$ cat src/rtl/lcd_sequencer.sv
// rtl/lcd_sequencer.sv - LCD power-up / frame-loop sequencer; optional LCD_HW_RESET_EN adds the hardware reset phase
module lcd_sequencer #(
  parameter int RST_LOW_CYC     = 10000,
  parameter int RST_WAIT_CYC    = 1200000,
  parameter int SLPOUT_WAIT_CYC = 12000000,
  parameter int TIMEOUT_CYC     = 1000000
) (
  input  logic        clk,
  input  logic        rst,
  input  logic        i_start,
  input  logic        i_stop,
  input  logic        i_comm_array_sent,
  input  logic        i_pix_done,
  output logic        o_send_comm_ena,
  output logic        o_command,
  output logic        o_lcd_rst_n,
  output logic        o_pix_ena,
  output logic        o_ready,
  output logic        o_err,
  output logic [15:0] o_frame_cnt
);

  typedef enum logic [3:0] {
    S_IDLE, S_HWRST, S_HWWAIT, S_INIT, S_SLPWAIT, S_LOOP_CMD, S_PIXELS, S_HALT, S_ERROR
  } state_t;

  // Wait counters are loaded with N-1 so a state with count N lasts exactly N cycles.
  localparam logic [23:0] RST_LOW_LD  = 24'(RST_LOW_CYC - 1);
  localparam logic [23:0] RST_WAIT_LD = 24'(RST_WAIT_CYC - 1);
  localparam logic [23:0] SLP_LD      = 24'(SLPOUT_WAIT_CYC - 1);
  localparam logic [23:0] TOUT_LAST   = 24'(TIMEOUT_CYC - 1);

  state_t      state_q, state_d;
  logic [23:0] wait_q, wait_ld, tout_q;
  logic        stop_q, stop_arm, stop_now;
  logic        wait_done, tout_hit, entering, frame_inc;
  logic        send_d, cmd_d, rstn_d, pix_d, ready_d, err_d;

  // Next-state and next-output decode; a done pulse in the last allowed cycle beats the timeout.
  always_comb begin
    state_d   = state_q;
    stop_arm  = i_stop && (state_q == S_LOOP_CMD || state_q == S_PIXELS);
    stop_now  = stop_q || stop_arm;
    wait_done = (wait_q == 24'd0);
    tout_hit  = (tout_q == TOUT_LAST);
    frame_inc = (state_q == S_PIXELS) && i_pix_done;
    case (state_q)
      S_IDLE: if (i_start) begin
`ifdef LCD_HW_RESET_EN
        state_d = S_HWRST;
`else
        state_d = S_INIT;
`endif
      end
      S_HWRST:    if (wait_done) state_d = S_HWWAIT;
      S_HWWAIT:   if (wait_done) state_d = S_INIT;
      S_INIT:     if (i_comm_array_sent) state_d = S_SLPWAIT;
                  else if (tout_hit) state_d = S_ERROR;
      S_SLPWAIT:  if (wait_done) state_d = S_LOOP_CMD;
      S_LOOP_CMD: if (i_comm_array_sent) state_d = S_PIXELS;
                  else if (tout_hit) state_d = S_ERROR;
      S_PIXELS:   if (i_pix_done) state_d = stop_now ? S_HALT : S_LOOP_CMD;
                  else if (tout_hit) state_d = S_ERROR;
      S_HALT:     if (i_start) state_d = S_LOOP_CMD;
      S_ERROR:    state_d = S_ERROR;
      default:    state_d = S_IDLE;
    endcase

    entering = (state_d != state_q);
    case (state_d)
      S_HWRST:  wait_ld = RST_LOW_LD;
      S_HWWAIT: wait_ld = RST_WAIT_LD;
      default:  wait_ld = SLP_LD;
    endcase

    send_d  = entering && (state_d == S_INIT || state_d == S_LOOP_CMD);
    cmd_d   = o_command;
    if (state_d == S_LOOP_CMD) cmd_d = 1'b1;
    else if (state_d == S_INIT) cmd_d = 1'b0;
    pix_d   = (state_d == S_PIXELS);
    ready_d = (state_d == S_LOOP_CMD || state_d == S_PIXELS || state_d == S_HALT);
    err_d   = (state_d == S_ERROR);
`ifdef LCD_HW_RESET_EN
    rstn_d  = (state_d != S_HWRST);
`else
    rstn_d  = 1'b1;
`endif
  end

  // State, counters, stop latch, frame counter and registered outputs.
  always_ff @(posedge clk) begin
    if (rst) begin
      state_q         <= S_IDLE;
      wait_q          <= '0;
      tout_q          <= '0;
      stop_q          <= 1'b0;
      o_send_comm_ena <= 1'b0;
      o_command       <= 1'b0;
      o_lcd_rst_n     <= 1'b1;
      o_pix_ena       <= 1'b0;
      o_ready         <= 1'b0;
      o_err           <= 1'b0;
      o_frame_cnt     <= '0;
    end else begin
      state_q <= state_d;
      if (entering) wait_q <= wait_ld;
      else if (!wait_done) wait_q <= wait_q - 24'd1;
      if (entering) tout_q <= '0;
      else if (!tout_hit) tout_q <= tout_q + 24'd1;
      if (state_q == S_HALT && i_start) stop_q <= 1'b0;
      else if (stop_arm) stop_q <= 1'b1;
      if (frame_inc) o_frame_cnt <= o_frame_cnt + 16'd1;
      o_send_comm_ena <= send_d;
      o_command       <= cmd_d;
      o_lcd_rst_n     <= rstn_d;
      o_pix_ena       <= pix_d;
      o_ready         <= ready_d;
      o_err           <= err_d;
    end
  end

endmodule

$ cat config.mk
export PLATFORM = sky130hd
export DESIGN_NAME = lcd_sequencer
export DESIGN_NICKNAME = d
export VERILOG_FILES = /design/src/rtl/lcd_sequencer.sv
export SDC_FILE = /design/constraint.sdc
export NUM_CORES = 1
export LEC_CHECK = 0
export CORE_MARGIN = 4
export CORE_UTILIZATION = 25
export DETAILED_ROUTE_END_ITERATION = 8
export GPL_TIMING_DRIVEN = 0
export PLACE_DENSITY = 0.41
export SYNTH_ARGS = -nofsm -noshare
export SYNTH_HDL_FRONTEND = slang
export SYNTH_SLANG_ARGS = --single-unit
$ cat constraint.sdc
create_clock -name clk -period 3.9 [get_ports clk]
set_clock_uncertainty 0.2 [all_clocks]
set_input_delay 0.78 -clock clk [delete_from_list [all_inputs] [get_ports clk]]
set_output_delay 0.78 -clock clk [all_outputs]
set_load 0.01 [all_outputs]
# Yosys cells after proc, flatten, opt, wreduce, memory -nomap -nowiden
# Index checks and enable logic that the tools add are counted.
# word_totals
regBits,74
in_bits,6
output_inout_bits,22
wordCells,61
# classes
add_sub_neg,3
n_eq_ne,18
muxes,16
reduce_logical,14
# ops
operator,count
two-way mux 24 bit,2
case mux 24 bit (2 select lines),1
two-way mux 4 bit,9
case mux 4 bit (9 select lines),1
== test 4 x 3 -> 1 bit (second input constant),7
adder 24 x 1 -> 24 bit (second input constant),1
== test 24 x 20 -> 1 bit (second input constant),1
zero test 24 bit,1
subtractor 24 x 1 -> 24 bit (second input constant),1
adder 16 x 1 -> 16 bit (second input constant),1
== test 4 x 2 -> 1 bit (second input constant),4
== test 4 x 1 -> 1 bit (second input constant),2
== test 4 bit (second input constant),2
logical OR 1 bit,5
logical AND 1 bit,4
zero test 4 bit,1
inequality test 4 bit,1
OR reduction 2 bit,2
two-way mux 1 bit,2
two-way mux 2 bit,1
inequality test 2 x 1 -> 1 bit (second input constant),1
nonzero test 2 bit,1

# Depth between registers and ports, before layout
# Gate-level depths: netlist of run 1.
# depth
ltp_word,10
mapped_depth,13
mapped_depth_nobuf,9

# Worst setup path before layout of run 1
# OpenSTA, ideal clock, no wires.
# synth_path
kind,register to register
from,register wait_q[0]
to,register wait_q[16]
setup_time_ns,0.071
arrival_time_ns,2.803
required_time_ns,3.629
path_slack_ns,0.827
stages_incl_launch_ff,14
n_path_buf,4
period_less_slack_ns,3.073
cell_sequence,dfxtp_1 > inv_1 > ha_1 > or4b_1 > clkbuf_1 > nand4b_4 > or2_1 > buf_6 > o41a_1 > mux2_4 > and2_4 > buf_6 > buf_6 > a21oi_1
# synth_via
elab_chain_cells,6
elab_cells_between_ends,13
cone_classes,add/sub (1); eq/ne (4); mux (7); reduce/logical (1)
# synth_rtl
element,line_no,rtl
"start, declared",34,"logic [23:0] wait_q, wait_ld, tout_q;"
"start signal, assigned",106,if (entering) wait_q <= wait_ld;
"start signal, assigned",107,else if (!wait_done) wait_q <= wait_q - 24'd1;
zero test 24 bit,44,wait_done = (wait_q == 24'd0);
"two-way mux 4 bit, on equally long branches","59, 55, 56",
case mux 4 bit (9 select lines),47,case (state_q)
== test 4 x 2 -> 1 bit / == test 4 x 1 -> 1 bit (equally long branches),70,case (state_d)
case mux 24 bit (2 select lines),70,
two-way mux 24 bit,106,
# Several ways; a longest one is shown, not always the timed one. The select of a mux whose other input is x is not followed.
# A chain may end at the register's enable or synchronous reset.

# Final worst setup path of run 1
# layout_path
from,register wait_q[0]
to,register tout_q[8]
# layout_via
elab_chain_cells,5
elab_cells_between_ends,7
cone_classes,eq/ne (1); mux (4); reduce/logical (2)
# layout_rtl
element,line_no,rtl
zero test 24 bit *,44,
"two-way mux 4 bit, on equally long branches","59, 55, 56",
case mux 4 bit (9 select lines) *,47,
inequality test 4 bit *,69,entering = (state_d != state_q);
OR reduction 2 bit (no source line) *,n/a,
"end signal, assigned",109,else if (!tout_hit) tout_q <= tout_q + 24'd1;
"end, declared",34,
# Every way passes the cells marked *; elsewhere a longest branch is shown, timed or not.

==> results of run 1 <==
[routing by layer]
layer | up-vias | wire length, um | share of wire (%) | track usage [%]
met2 | 46 | 3990 | 45 | 17.7
met1 | 1441 | 4450 | 50 | 14.6
li1 | 1600 | - | - | -
met5 | - | 0 | 0 | 0
met3 | 10 | 305 | 3.4 | 3.01
met4 | 0 | 176 | 2.0 | 4.82
[layout make-up]
| cell class | count | area, sq um | area share, % |
|---|---|---|---|
| multi-input cells | 328 | 2040 | 45.7 |
| clock buffers | 11 | 233 | 5.22 |
| clock inverters | 5 | 78.8 | 1.77 |
| well taps | 180 | 225 | 5.06 |
| repair buffers | 25 | 250 | 5.62 |
| inverters | 9 | 33.8 | 0.758 |
| plain buffers | 23 | 115 | 2.58 |
| flip-flops and latches | 74 | 1480 | 33.3 |
[where the power goes]
part / internal [mW] / switching, mW / total (mW) / leakage, nW
logic: 0.104 / 0.143 / 0.247 / 0.774
registers: 0.791 / 0.0297 / 0.821 / 0.603
clock network: 0.559 / 0.313 / 0.872 / 0.153
[kinds of logic after synthesis]
family / synth area share (%)
AND/OR/NAND/NOR: 28.5
flip-flops: 40.4
adder cells (fa/ha/maj): 1.02
other: 0.102
multiplexers: 1.50
XOR/XNOR: 12.9
AO/OA/AOI/OAI: 11.5
buffers and inverters: 4.06
[layout by cell type, fill, tap and decap left out, types with 9 or more instances in the layout]
| master | Yosys | layout |
|---|---|---|
| a21oi_1 | 26 | 26 |
| and3_1 | 11 | 11 |
| clkbuf_1 | 16 | 18 |
| clkbuf_16 | 0 | 9 |
| clkdlybuf4s50_1 | 0 | 25 |
| dfxtp_1 | 74 | 74 |
| inv_1 | 9 | 9 |
| nand2_1 | 33 | 33 |
| nand3_1 | 15 | 15 |
| nand4_1 | 9 | 9 |
| nor2_1 | 69 | 69 |
| o21ai_0 | 12 | 12 |
| or3_1 | 9 | 9 |
| xnor2_1 | 23 | 23 |
| xor2_1 | 31 | 31 |
[flip-flops by register name, summed over array words and instances (netlist names)]
name and count:
o_pix_ena 1, o_command 1, o_frame_cnt 16, o_ready 1, wait_q 24, stop_q 1, tout_q 24, state_q 4
o_send_comm_ena 1, o_err 1
[critical path: cells and delay by family, from the launching register on]
kind                     cells  cell delay (ps)
buffers and inverters        4              710
AND/OR/NAND/NOR              5             1250
flip-flops                   1              310
multiplexers                 1              290
AO/OA/AOI/OAI                1              330
adder cells (fa/ha/maj)      1              210
[synthesized netlist by cell type (2+ instances only)]
cell       instances  area (sq um)
or3_1              9          56.3
nand3_1           15          75.1
nor2_1            69           259
a21oi_1           26           130
clkbuf_1          16          60.1
nor4b_1            3          26.3
nor4_1             8          50.1
ha_1               3          37.5
and4_1             3          26.3
nor3b_1            8          60.1
dfxtp_1           74          1480
o41a_1             3          33.8
or4_1              5          37.5
and2_1             2          12.5
o31ai_1            4          30.0
a31oi_1            3          18.8
nor3_1             8          40.0
o2111ai_1          2          17.5
o311ai_0           2          17.5
mux2i_1            4          40.0
inv_1              9          33.8
xor2_1            31           272
o22ai_1            2          12.5
nand2b_1           2          12.5
nand4_1            9          56.3
a21o_1             2          15.0
nor2b_1            3          18.8
a31o_2             2          17.5
and3_1            11          68.8
o21ai_0           12          60.1
o211ai_1           2          15.0
nand2_1           33           124
xnor2_1           23           201
buf_2              2          10.0
buf_6              3          33.8
[worst paths after layout]
| check | startpoint | cells past startpoint | end |
|---|---|---|---|
| min | tout_q[1] | 2 | tout_q[1] |
| min reg2reg | tout_q[1] | 2 | tout_q[1] |
| max reg2reg | wait_q[0] | 12 | tout_q[8] |
| max | wait_q[0] | 12 | tout_q[8] |
==> flow_summary.ini, run 1 <==
[clocking]
worstSkewPairLatency_ps = 330
path_clk_slew_ps = 60
cts_buffers = 9
cts_resized = 0
cts_tree = yes
hold_buffers = 0
cts_htree_levels = 3
clock_sinks = 74
cts_buffer_depth = 2
cts_setup_buffers = 0
cts_root_buf = clkbuf_16

[finish]
n_fill_cell = 1529
finalNetCount = 479
diodes = 0
drive_gt1_share_pct = 6.11
syn_to_final_growth_pct = 21.5
final_area_sq_mm = 0.00445
fin_cells = 655
utilization_pct = 31.6

[setup_path]
max_stage_delay_ps = 440
worstSetupStartpointType = flop
path_cells = inv_1, ha_1, or4b_1, clkbuf_1, nand4b_4, or2_1, buf_6, o41a_1, mux2_4, nand3_2, buf_2, nor2_1
worstPathRequired_ps = 3920
crit_fanout = 10
slowest_stage = or4b_1
criticalPathCategory = flop to flop
ff2ff_setup_slack_ps = 480
crit_arrival_ps = 3440
worstSetupEndpointType = flop

[global_routing]
overflow = 0
grt_use_total_pct = 11.3
antenna_found_initial = 0
grt_pass1_wl_mm = 15.1
first_global_vias = 3086
grt_max_degree = 13

[sta]
fin_ws_ps = 479
max-slew-margin-rel_pct = 39.4
finalSetupTns_ps = 0
tightest_slew_ps = 897
fmax_mhz = 292
slew_violations = 0
post-route-period-util_pct = 87.7
period_needed_ps = 3420
setup_violations = 0
final-hold-violation-count = 0
rsz0062_at_grt = false
whs_ps = 275

[drt]
post_drt_wl_per_cell_um = 13.6
vias = 3097
wl_mm = 8.92
avgViaCountPerCell = 4.73
first_pass_iters = 4
drc = 0
drt_iter0_drc = 138
ant_nets = 0

[placed_design]
io_buffers = 25
dp_slack_ps = 293
place_congestion = 0.784
hpwl_mm = 6.33
dpl.cell_count = 639
placed_area_sq_mm = 0.00414

[min_path]
min_path_type = flop to flop

[synth]
async_flop_share_pct = 0
synth_flop_cell = dfxtp_1
avgSynthCellArea_sq_um = 8.45
synth_edf_count = 0
syn_nets = 443
ys_ff_latch = 74
syn_inst = 434
syn_area_sq_mm = 0.00367
seq_area_frac_synth_pct = 40.4
ys_types = 56
yosysWarningCount = 0

[floorplanning]
core-area_sq_mm = 0.0141
die_area_sq_mm = 0.0167
start_util_pct = 26.0
die_w_um = 129
num_io_pins = 28
die-height_um = 129
rows = 43

[power_and_ir_drop]
p_total_mw = 1.94
power.leakage_nw = 1.53
powerDensity_mw_per_mm2 = 435
max-vdd-ir-drop_uv = 231

[outcome]
status = completed

[job]
cap_violations = 0
Power figures use the tool's default switching activity.
==> run 2: changes to the inputs <==
--- a/config.mk
+++ b/config.mk
@@ -5,11 +5,13 @@
 export SDC_FILE = /design/constraint.sdc
 export NUM_CORES = 1
 export LEC_CHECK = 0
+export CAP_MARGIN = 20
 export CORE_MARGIN = 4
 export CORE_UTILIZATION = 25
 export DETAILED_ROUTE_END_ITERATION = 8
 export GPL_TIMING_DRIVEN = 0
 export PLACE_DENSITY = 0.41
+export SLEW_MARGIN = 15
 export SYNTH_ARGS = -nofsm -noshare
 export SYNTH_HDL_FRONTEND = slang
 export SYNTH_SLANG_ARGS = --single-unit
==> results of run 2 <==
Final layout, timing and power as in run 1 (identical DEF).
==> run 3: changes to the inputs <==
--- a/config.mk
+++ b/config.mk
@@ -8,6 +8,7 @@
 export CAP_MARGIN = 20
 export CORE_MARGIN = 4
 export CORE_UTILIZATION = 25
+export CTS_BUF_LIST = sky130_fd_sc_hd__clkbuf_8
 export DETAILED_ROUTE_END_ITERATION = 8
 export GPL_TIMING_DRIVEN = 0
 export PLACE_DENSITY = 0.41
==> flow_summary.ini, run 3 (same netlist as run 1, synthesis figures left out) <==
[outcome]
status = completed

[drt]
vias = 3115
first_pass_iters = 4
drc = 0
avgViaCountPerCell = 4.76
drt_iter0_drc = 145
ant_nets = 0
wl_mm = 8.97
post_drt_wl_per_cell_um = 13.7

[sta]
post-route-period-util_pct = 87.8
slew_violations = 0
period_needed_ps = 3430
fmax_mhz = 292
finalSetupTns_ps = 0
final-hold-violation-count = 0
fin_ws_ps = 475
tightest_slew_ps = 940
rsz0062_at_grt = false
max-slew-margin-rel_pct = 36.4
setup_violations = 0

[clocking]
worstSkewPairLatency_ps = 360
cts_tree = yes
cts_root_buf = clkbuf_8
cts_buffers = 9
cts_htree_levels = 3
hold_buffers = 0
cts_setup_buffers = 0
clock_sinks = 74
cts_buffer_depth = 2
cts_resized = 0
path_clk_slew_ps = 80

[power_and_ir_drop]
max-vdd-ir-drop_uv = 171
powerDensity_mw_per_mm2 = 394
power.leakage_nw = 1.49

[floorplanning]
die_area_sq_mm = 0.0167
start_util_pct = 26.0
core-area_sq_mm = 0.0141
die_w_um = 129
num_io_pins = 28
rows = 43
die-height_um = 129

[setup_path]
crit_arrival_ps = 3470
setup.worst_path.start = wait_q[0]
worstPathRequired_ps = 3950
regToRegStartpoint = wait_q[0]
crit_fanout = 10
criticalPathCategory = flop to flop
worstSetupEndpointType = flop
worstSetupStartpointType = flop

[finish]
final_common_cell = dfxtp_1
diodes = 0
drive_gt1_share_pct = 6.11
finalNetCount = 479
syn_to_final_growth_pct = 18.7
top_regs = tout_q (24), wait_q (24), o_frame_cnt (16)
final_cell_mix = dfxtp_1, nor2_1, nand2_1

[job]
cap_violations = 0

[global_routing]
grt_max_degree = 13
first_global_vias = 3055
grt_use_total_pct = 11.3
antenna_found_initial = 0
overflow = 0
grt_pass1_wl_mm = 15.2

[placed_design]
io_buffers = 25
place_congestion = 0.784
dp_slack_ps = 293
hpwl_mm = 6.33

[min_path]
hp-start = tout_q[1]
min_path_type = flop to flop
==> run 3: cell count changes in the layout (fill, tap and decap cells not counted) <==
cell       before  now
inv_1           9   11
clkbuf_8        0    9
clkbuf_1       18   16
clkbuf_16       9    0
==> run 3: through the flow <==
step / area (sq um) / util (%) / hold WS [ps] / power (mW) / cells
finish: 4350 / 30.9 / 275 / 1.71 / 655
global route: 4350 / 30.9 / 313 / 1.81 / 655
CTS: 4350 / 30.9 / 275 / 1.75 / 655
detailed placement: 4140 / 29.4 / 265 / 1.09 / 639
global placement: 4140 / 29.4 / 258 / 1.08 / 639
floorplan: 3670 / - / 237 / 1.02 / 434
==> run 3: final cells by class <==
type	instances	area (sq um)
flip-flops and latches	74	1480
well taps	180	225
clock buffers	9	124
multi-input cells	328	2040
fillers	1547	9740
plain buffers	23	115
inverters	9	33.8
clock inverters	7	86.3
repair buffers	25	250
==> run 3: power by group <==
group | leakage [nW] | switching, mW | internal [mW] | total, mW
registers | 0.603 | 0.0300 | 0.790 | 0.820
logic | 0.774 | 0.144 | 0.104 | 0.247
clock network | 0.116 | 0.293 | 0.355 | 0.647
total | 1.49 | 0.466 | 1.25 | 1.71
==> run 3: final timing paths <==
kind                     to  slack, ps  depth (start not counted)
setup / recovery  tout_q[8]        470                         12
setup reg to reg  tout_q[8]        470                         12
hold / removal    tout_q[1]        280                          2
hold reg to reg   tout_q[1]        280                          2
==> run 3: worst max-delay path: stages (launching register included) <==
cell,delay (ps)
dfxtp_1,320
inv_1,100
ha_1,210
or4b_1,440
clkbuf_1,190
nand4b_4,270
or2_1,280
buf_6,150
o41a_1,330
mux2_4,290
nand3_2,180
buf_2,280
nor2_1,80
==> run 3: routing by layer <==
| layer | wire length, um | vias to the layer above | track usage [%] |
|---|---|---|---|
| met3 | 331 | 12 | 3.50 |
| met1 | 4540 | 1459 | 14.8 |
| li1 | - | 1594 | - |
| met2 | 3940 | 50 | 17.4 |
| met5 | 0 | - | 0 |
| met4 | 161 | 0 | 4.45 |
